$ cat config.mk
export PLATFORM = sky130hd
export DESIGN_NAME = hazard_scheduler
export DESIGN_NICKNAME = d
export VERILOG_FILES = /design/src/rtl/hazard_scheduler.sv
export SDC_FILE = /design/constraint.sdc
export NUM_CORES = 1
export LEC_CHECK = 0
export BUFFER_PORTS_ARGS = -buffer_cell sky130_fd_sc_hd__buf_4
export CELL_PAD_IN_SITES_DETAIL_PLACEMENT = 0
export CELL_PAD_IN_SITES_GLOBAL_PLACEMENT = 1
export CORE_ASPECT_RATIO = 0.8
export CORE_MARGIN = 5
export CORE_UTILIZATION = 36
export DETAILED_ROUTE_END_ITERATION = 7
export GPL_TIMING_DRIVEN = 0
export PLACE_DENSITY = 0.87
export SLEW_MARGIN = 15
export SYNTH_ARGS = -nofsm -noshare
export SYNTH_HDL_FRONTEND = slang
export SYNTH_SLANG_ARGS = --single-unit
$ cat constraint.sdc
create_clock -name clk -period 2.7 [get_ports clk]
set_input_delay 0.54 -clock clk [delete_from_list [all_inputs] [get_ports clk]]
set_output_delay 0.54 -clock clk [all_outputs]
set_load 0.005 [all_outputs]
$ cat src/rtl/hazard_scheduler.sv
// Hazard scheduler for the 5-stage MIPS pipeline: stall/flush control, forwarding selects,
// multi-cycle data-memory wait sequencing with a timeout watchdog, and perf counters.
module hazard_scheduler #(
  parameter int MEM_TIMEOUT = 16,
  parameter int CNT_W       = 32
) (
  input  logic             clk,
  input  logic             rst_n,
  input  logic [4:0]       RsD,
  input  logic [4:0]       RtD,
  input  logic [4:0]       RsE,
  input  logic [4:0]       RtE,
  input  logic [4:0]       WriteRegE,
  input  logic [4:0]       WriteRegM,
  input  logic [4:0]       WriteRegW,
  input  logic             RegWriteE,
  input  logic             RegWriteM,
  input  logic             RegWriteW,
  input  logic             MemtoRegE,
  input  logic             MemtoRegM,
  input  logic             MemWriteM,
  input  logic             BranchD,
  input  logic             DMemReadyM,
  input  logic             ClrCounters,
  output logic             StallF,
  output logic             StallD,
  output logic             StallE,
  output logic             StallM,
  output logic             FlushE,
  output logic             FlushW,
  output logic             ForwardAD,
  output logic             ForwardBD,
  output logic [1:0]       ForwardAE,
  output logic [1:0]       ForwardBE,
  output logic             MemTimeoutErr,
  output logic [CNT_W-1:0] StallCycles,
  output logic [CNT_W-1:0] FlushCount
);

  localparam int WC_W = $clog2(MEM_TIMEOUT + 1);
  localparam logic [WC_W-1:0] TIMEOUT_V = WC_W'(MEM_TIMEOUT);

  typedef enum logic [1:0] {RUN, MEM_WAIT, HALT} stateT;

  stateT           state;
  logic [WC_W-1:0] waitCnt;
  logic            lwStall;
  logic            branchStall;
  logic            memAccess;
  logic            freeze;
  logic            hazard;

  // Register 0 is hard-wired to zero, so it never forms a dependency.
  function automatic logic match(input logic [4:0] x, input logic [4:0] y, input logic we);
    return (x != 5'd0) && (x == y) && we;
  endfunction

  function automatic logic [1:0] fwdSel(input logic [4:0] src, input logic [4:0] wrM,
                                        input logic weM, input logic [4:0] wrW,
                                        input logic weW);
    if (match(src, wrM, weM))      return 2'b10;
    else if (match(src, wrW, weW)) return 2'b01;
    else                           return 2'b00;
  endfunction

  always_comb begin
    ForwardAE = fwdSel(RsE, WriteRegM, RegWriteM, WriteRegW, RegWriteW);
    ForwardBE = fwdSel(RtE, WriteRegM, RegWriteM, WriteRegW, RegWriteW);
    ForwardAD = match(RsD, WriteRegM, RegWriteM);
    ForwardBD = match(RtD, WriteRegM, RegWriteM);
  end

  always_comb begin
    lwStall     = MemtoRegE &&
                  (match(RsD, WriteRegE, RegWriteE) || match(RtD, WriteRegE, RegWriteE));
    branchStall = BranchD &&
                  (match(RsD, WriteRegE, RegWriteE) || match(RtD, WriteRegE, RegWriteE) ||
                   (MemtoRegM && (match(RsD, WriteRegM, RegWriteM) ||
                                  match(RtD, WriteRegM, RegWriteM))));
    memAccess   = MemtoRegM || MemWriteM;
    hazard      = lwStall || branchStall;
    // The first not-ready cycle freezes from the inputs, before the state has moved.
    freeze      = (state != RUN) || (memAccess && !DMemReadyM);
  end

  // A freeze holds E rather than bubbling it, so it masks the load-use/branch flush.
  always_comb begin
    StallF = freeze || hazard;
    StallD = freeze || hazard;
    StallE = freeze;
    StallM = freeze;
    FlushW = freeze;
    FlushE = !freeze && hazard;
  end

  always_ff @(posedge clk or negedge rst_n) begin
    if (!rst_n) begin
      state         <= RUN;
      waitCnt       <= '0;
      MemTimeoutErr <= 1'b0;
    end else begin
      case (state)
        RUN: begin
          if (memAccess && !DMemReadyM) begin
            state   <= MEM_WAIT;
            waitCnt <= WC_W'(1);
          end
        end
        MEM_WAIT: begin
          if (DMemReadyM) begin
            state <= RUN;
          end else if (waitCnt == TIMEOUT_V) begin
            state         <= HALT;
            MemTimeoutErr <= 1'b1;
          end else begin
            waitCnt <= waitCnt + 1'b1;
          end
        end
        HALT:    state <= HALT;
        default: state <= RUN;
      endcase
    end
  end

  // Counters saturate at all-ones; a clear overrides any increment in the same cycle.
  always_ff @(posedge clk or negedge rst_n) begin
    if (!rst_n) begin
      StallCycles <= '0;
      FlushCount  <= '0;
    end else if (ClrCounters) begin
      StallCycles <= '0;
      FlushCount  <= '0;
    end else begin
      if (StallF && (StallCycles != '1)) StallCycles <= StallCycles + CNT_W'(1);
      if (FlushE && (FlushCount != '1))  FlushCount  <= FlushCount + CNT_W'(1);
    end
  end

endmodule

; ---- Word level (Yosys, flattened, before mapping)
; Cells that the tools add are included.
[totals]
output_inout_bits = 77
input_bits = 46
register_bits = 72
[op_classes]
mux = 16
addsub = 3
bitwise = 1
n_reduce_logical = 44
eq_ne = 17
[op_table]
columns = op, n
row1 = two-way mux 32 bit, 4
row2 = "adder 32 x 1 -> 32 bit, second input constant", 2
row3 = "inequality test 32 bit, second input constant", 2
row4 = == test 5 bit, 8
row5 = logical AND 1 bit, 23
row6 = nonzero test 5 bit, 4
row7 = two-way mux 5 bit, 3
row8 = two-way mux 2 bit, 5
row9 = case mux 5 bit (2 select lines), 1
row10 = nonzero test 2 bit, 4
row11 = logical OR 1 bit, 7
row12 = "inequality test 2 bit, second input constant", 3
row13 = case mux 2 bit (3 select lines), 1
row14 = "adder 5 x 1 -> 5 bit, second input constant", 1
row15 = "== test 5 bit, second input constant", 1
row16 = AND reduction 4 bit, 1
row17 = "inequality test 3 bit, second input constant", 1
row18 = AND reduction 3 bit, 1
row19 = "== test 2 x 1 -> 1 bit, second input constant", 1
row20 = "== test 2 bit, second input constant", 1
row21 = zero test 1 bit, 2
row22 = zero test 2 bit, 1
row23 = two-way mux 1 bit, 2
row24 = AND reduction 2 bit, 1
row25 = NOT 1 bit, 1

; ---- Logic depth before layout (Yosys ltp)
[depth]
word_depth = 12
ltp_mapped = 10

; ---- Worst setup path after synthesis
; OpenSTA, ideal clock, no wires.
[synth_timing]
kind = input to output
startpoint = input RtD[1]
endpoint = output StallF
required_time_ps = 2160
slack_ps = -92
t_arrival_ps = 2252
stages = 8
path_buffers = 2
cell_sequence = or4_1 -> nor2_1 -> nor4_1 -> o221a_2 -> nor3_4 -> buf_2 -> inv_1 -> buf_4
[synth_between]
elab_chain_cells = 9
[synth_rtl]
columns = item, line_no
row1 = "start, declared", 10  ; input logic [4:0] RtD,
row2 = == test 5 bit or nonzero test 5 bit (tied branches), 55  ; return (x != 5'd0) && (x == y) && we;
row3 = logical AND 1 bit (2 in series), 55
row4 = logical OR 1 bit, 78  ; (MemtoRegM && (match(RsD, WriteRegM, RegWriteM) ||
row5 = logical AND 1 bit, 78
row6 = logical OR 1 bit, 77  ; (match(RsD, WriteRegE, RegWriteE) || match(RtD, WriteRegE, RegWriteE) ||
row7 = logical AND 1 bit, 76  ; branchStall = BranchD &&
row8 = logical OR 1 bit (*), 81  ; hazard = lwStall || branchStall;
row9 = logical OR 1 bit (*), n/a
row10 = "end, declared", 25  ; output logic StallF,
; Every way passes the cells marked *; elsewhere a longest branch is shown, timed or not.

; ---- Final worst setup path
[layout_timing]
startpoint = input RsD[4]
endpoint = output StallF
[layout_between]
elab_chain_cells = 9
[layout_rtl]
columns = item, line_no
row1 = "start, declared", 9  ; input logic [4:0] RsD,
row2 = == test 5 bit or nonzero test 5 bit (tied branches), 55
row3 = logical AND 1 bit (2 in series), 55
row4 = logical OR 1 bit, 78
row5 = logical AND 1 bit, 78
row6 = logical OR 1 bit, 77
row7 = logical AND 1 bit, 76
row8 = logical OR 1 bit (*), 81
row9 = logical OR 1 bit (*), 88  ; StallF = freeze || hazard;
; Marked as above.

==> summary.txt <==
CTS
  • Clock slew at reported path FFs: ~0.060 ns
  • Clock tree sinks: 72
  • Clock Path Buffers: 2
  • Clk_lat worst skew: 0.34 ns
  • Total CTS buffers: 9
  • CTS tree: yes
  • H-Tree Level Count: 3
  • CTS Hold Buffers Added: 0
  • Root buffer cell: clkbuf_16

STA
  • Hold Fails Final Rpt: 0
  • Worst slew pin tran: 0.941 ns
  • Setup ws final: -0.113 ns
  • Setup TNS: -0.195 ns
  • RSZ-0062 raised after global routing: yes
  • Final setup violation count: 3
  • Relative slew slack: 37.3%
  • Final Max Tran Viols: 0
  • Peak Freq: about 360 MHz
  • Final min period: 2.81 ns
  • Clock Skew: 0.00490 ns
  • Final worst-path cycle share: 104%

Final layout
  • Share of cells above drive strength 1: between 20% and 30%
  • Nets: 726
  • Non-filler instance count after layout: 856
  • Layout area overhead: 33.1%
  • Most frequent cells in the layout: buf_4 (124), dfrtp_1 (72), a21oi_1 (40)
  • Commonest non-fill, non-tap cell in the layout: buf_4
  • Number of antenna diodes: 0
  • Design area: 0.00630 mm2
  • Final Util: 48.9%

Critical path
  • Crit path DAT: 2.27 ns
  • CP startpoint kind: input pin
  • Slowest stage cell, crit path: or4_4
  • Crit path cell chain: buf_8 -> or4_4 -> nor2_4 -> nor4_2 -> o221a_2 -> nor3_4 -> buf_6 -> inv_4 -> buf_6 -> buf_6
  • Critical Path Max Stage Delay: 0.54 ns
  • WP data required: approximately 2.2 ns
  • Reg2reg end: StallCycles[22]$_DFFE_PN0P_
  • Flop2flop setup slack: about 0.12 ns
  • CP top delay family: simple AND/OR/NAND/NOR gates
  • Crit path buffers/inverters: 5
  • Most frequent CP cell: buf_6
  • R2r startpoint: StallCycles[10]$_DFFE_PN0P_
  • Worst Reg-to-Reg Cells: 9
  • Crit. End Element: output port
  • Worst-path fanout max: 2
  • Crit Path Class: input pin to output port

Yosys
  • Syn. warnings: 0
  • EDFF count, synth: 0
  • Post-synthesis register bit count: 72
  • Top FF cell, synth: dfrtp_1
  • Synth cell types: 48
  • Syn Nets: 589
  • Ranking of synthesized cells by area: dfrtp_1 (38%), xnor2_1 (5.2%), a21oi_1 (4.2%)
  • Post-synthesis cell count: roughly 540
  • Synth top area share: 38.1%
  • Synth Cell Area: 0.00473 mm2
  • Yosys top cell by area: dfrtp_1
  • Async set-reset flop share out of synthesis: 100%
  • Mean Syn Cell Area: approximately 8.8 um2
  • Sequential share of the synthesized area: between 30% and 40%

Power and ir drop
  • Worst vdd ir: 308 uV
  • PD cells: 430 mW/mm2
  • Leakage Power: roughly 0.0027 uW

GRT
  • First-pass GRT wire length: 25,100 um
  • Total GRT Usage: 19.4%
  • Largest net degree at the start of global routing: 73
  • Number of global-route vias before repair: 4,784
  • Initial antenna violation count: 0
  • Global route overflow: 0

Drt
  • Drt via density: 5.71
  • Drt initial violations: roughly 440
  • DRT Wirelength: around 16,000 um
  • Drt first pass iters: 6
  • Post-route ant nets: 0
  • Avg WL per Cell: approximately 18 um
  • DRC: 0
  • Total number of vias: 4,888

Placement
  • Routability cong.: about 0.89
  • Dpl cells: between 800 and 900
  • # port buffers: 118
  • Hpwl dp: 11,300 um
  • Placed instance area: around 0.0059 mm2
  • DP Worst Slack: -0.533 ns

Floorplanning
  • Initial Util: 36.8%
  • Core footprint: 0.0129 mm2
  • Die area: 0.0156 mm2
  • Chip width: 138 um
  • # rows: 37
  • Io pins: 123
  • Die H: 113 um

Run status
  • Status: finished with violations
  • Failing checks: setup timing

Hold path
  • Type of the tightest min-delay check: input pin to asynchronous set/reset pin

Flow run
  • Max-Cap Viols: 0
## worst max-delay path by stage
stage	from	end	depth (start not counted)
6_report	RsD[4]	StallF	10
2_1_floorplan	RtD[1]	StallF	8
5_1_grt	RsD[4]	StallF	10
4_1_cts	RsD[4]	StallF	10
3_3_place_gp	RtD[1]	StallF	10
3_5_place_dp	RtD[1]	StallF	10
## synth_stat cells (2+ instances only)
cell,number
buf_4,5
ha_1,4
xor2_1,15
nand3_1,28
dfrtp_1,72
nand2_1,25
o21ai_0,29
and3_1,14
and2_1,5
xnor2_1,28
nor3b_1,3
mux2_1,5
and4_1,7
o21a_1,4
inv_1,12
buf_2,9
nor4b_1,2
or3_1,26
nor2b_1,19
o31ai_1,13
nor2_1,36
nor4_1,17
o31a_1,2
a21oi_1,40
clkbuf_2,2
nor3_1,10
nand2b_1,4
or4b_1,2
clkbuf_1,19
mux2_2,11
o41ai_1,4
mux2i_1,2
o21bai_1,2
or4_1,17
nor4_2,2
nand4_1,32
## area by class of cell
class,instances,area [um2]
Sequential cell,72,1800
Tap cell,175,219
Buffer,36,203
Fill cell,1239,6570
Multi-Input combinational cell,419,2770
Clock inverter,3,15.0
Inverter,12,47.5
Clock buffer,13,270
Timing Repair Buffer,126,972
## state kept, by name, summed over array words and instances (netlist names)
signal and count:
FlushCount 32, waitCnt 5, state 2, MemTimeoutErr 1, StallCycles 32
## through the flow
step                hold slack, ns  total power [uW]
floorplan                    0.244              1350
global placement             0.457              1530
detailed placement           0.487              1540
CTS                          0.395              2720
global route                 0.445              2820
finish                       0.346              2710
## power breakdown
part	switching, uW	total (uW)	internal [uW]
combinational	226	414	187
clock	460	1150	693
sequential	32.4	1140	1110
total	719	2710	1990
## cell families (layout without fill, tap and decap cells)
group / count (synthesis) / in the layout / synth area share (%)
flip-flops: 72 / 72 / 38.1
multiplexers: 18 / 18 / 4.23
AO/OA/AOI/OAI: 98 / 98 / 12.3
AND/OR/NAND/NOR: 256 / 256 / 31.8
buffers and inverters: 48 / 190 / 4.65
XOR/XNOR: 43 / 43 / 7.95
adder cells (fa/ha/maj): 4 / 4 / 1.06
## timing repair
item | in CTS | in global routing
endpoints found under the setup margin | 9 | 48
gates resized for setup | 18 | 5
pin swaps | 9 | 3
buffers inserted | 5 | 3
## layer usage
layer	up-vias	track usage, %	part of all wire, %
met3	17	4.34	6.4
met2	191	30.6	47
met5	-	0	0
li1	2271	-	-
met4	0	4.67	1.1
met1	2409	27.0	45
No activity file was read; power rests on OpenSTA's default activity.
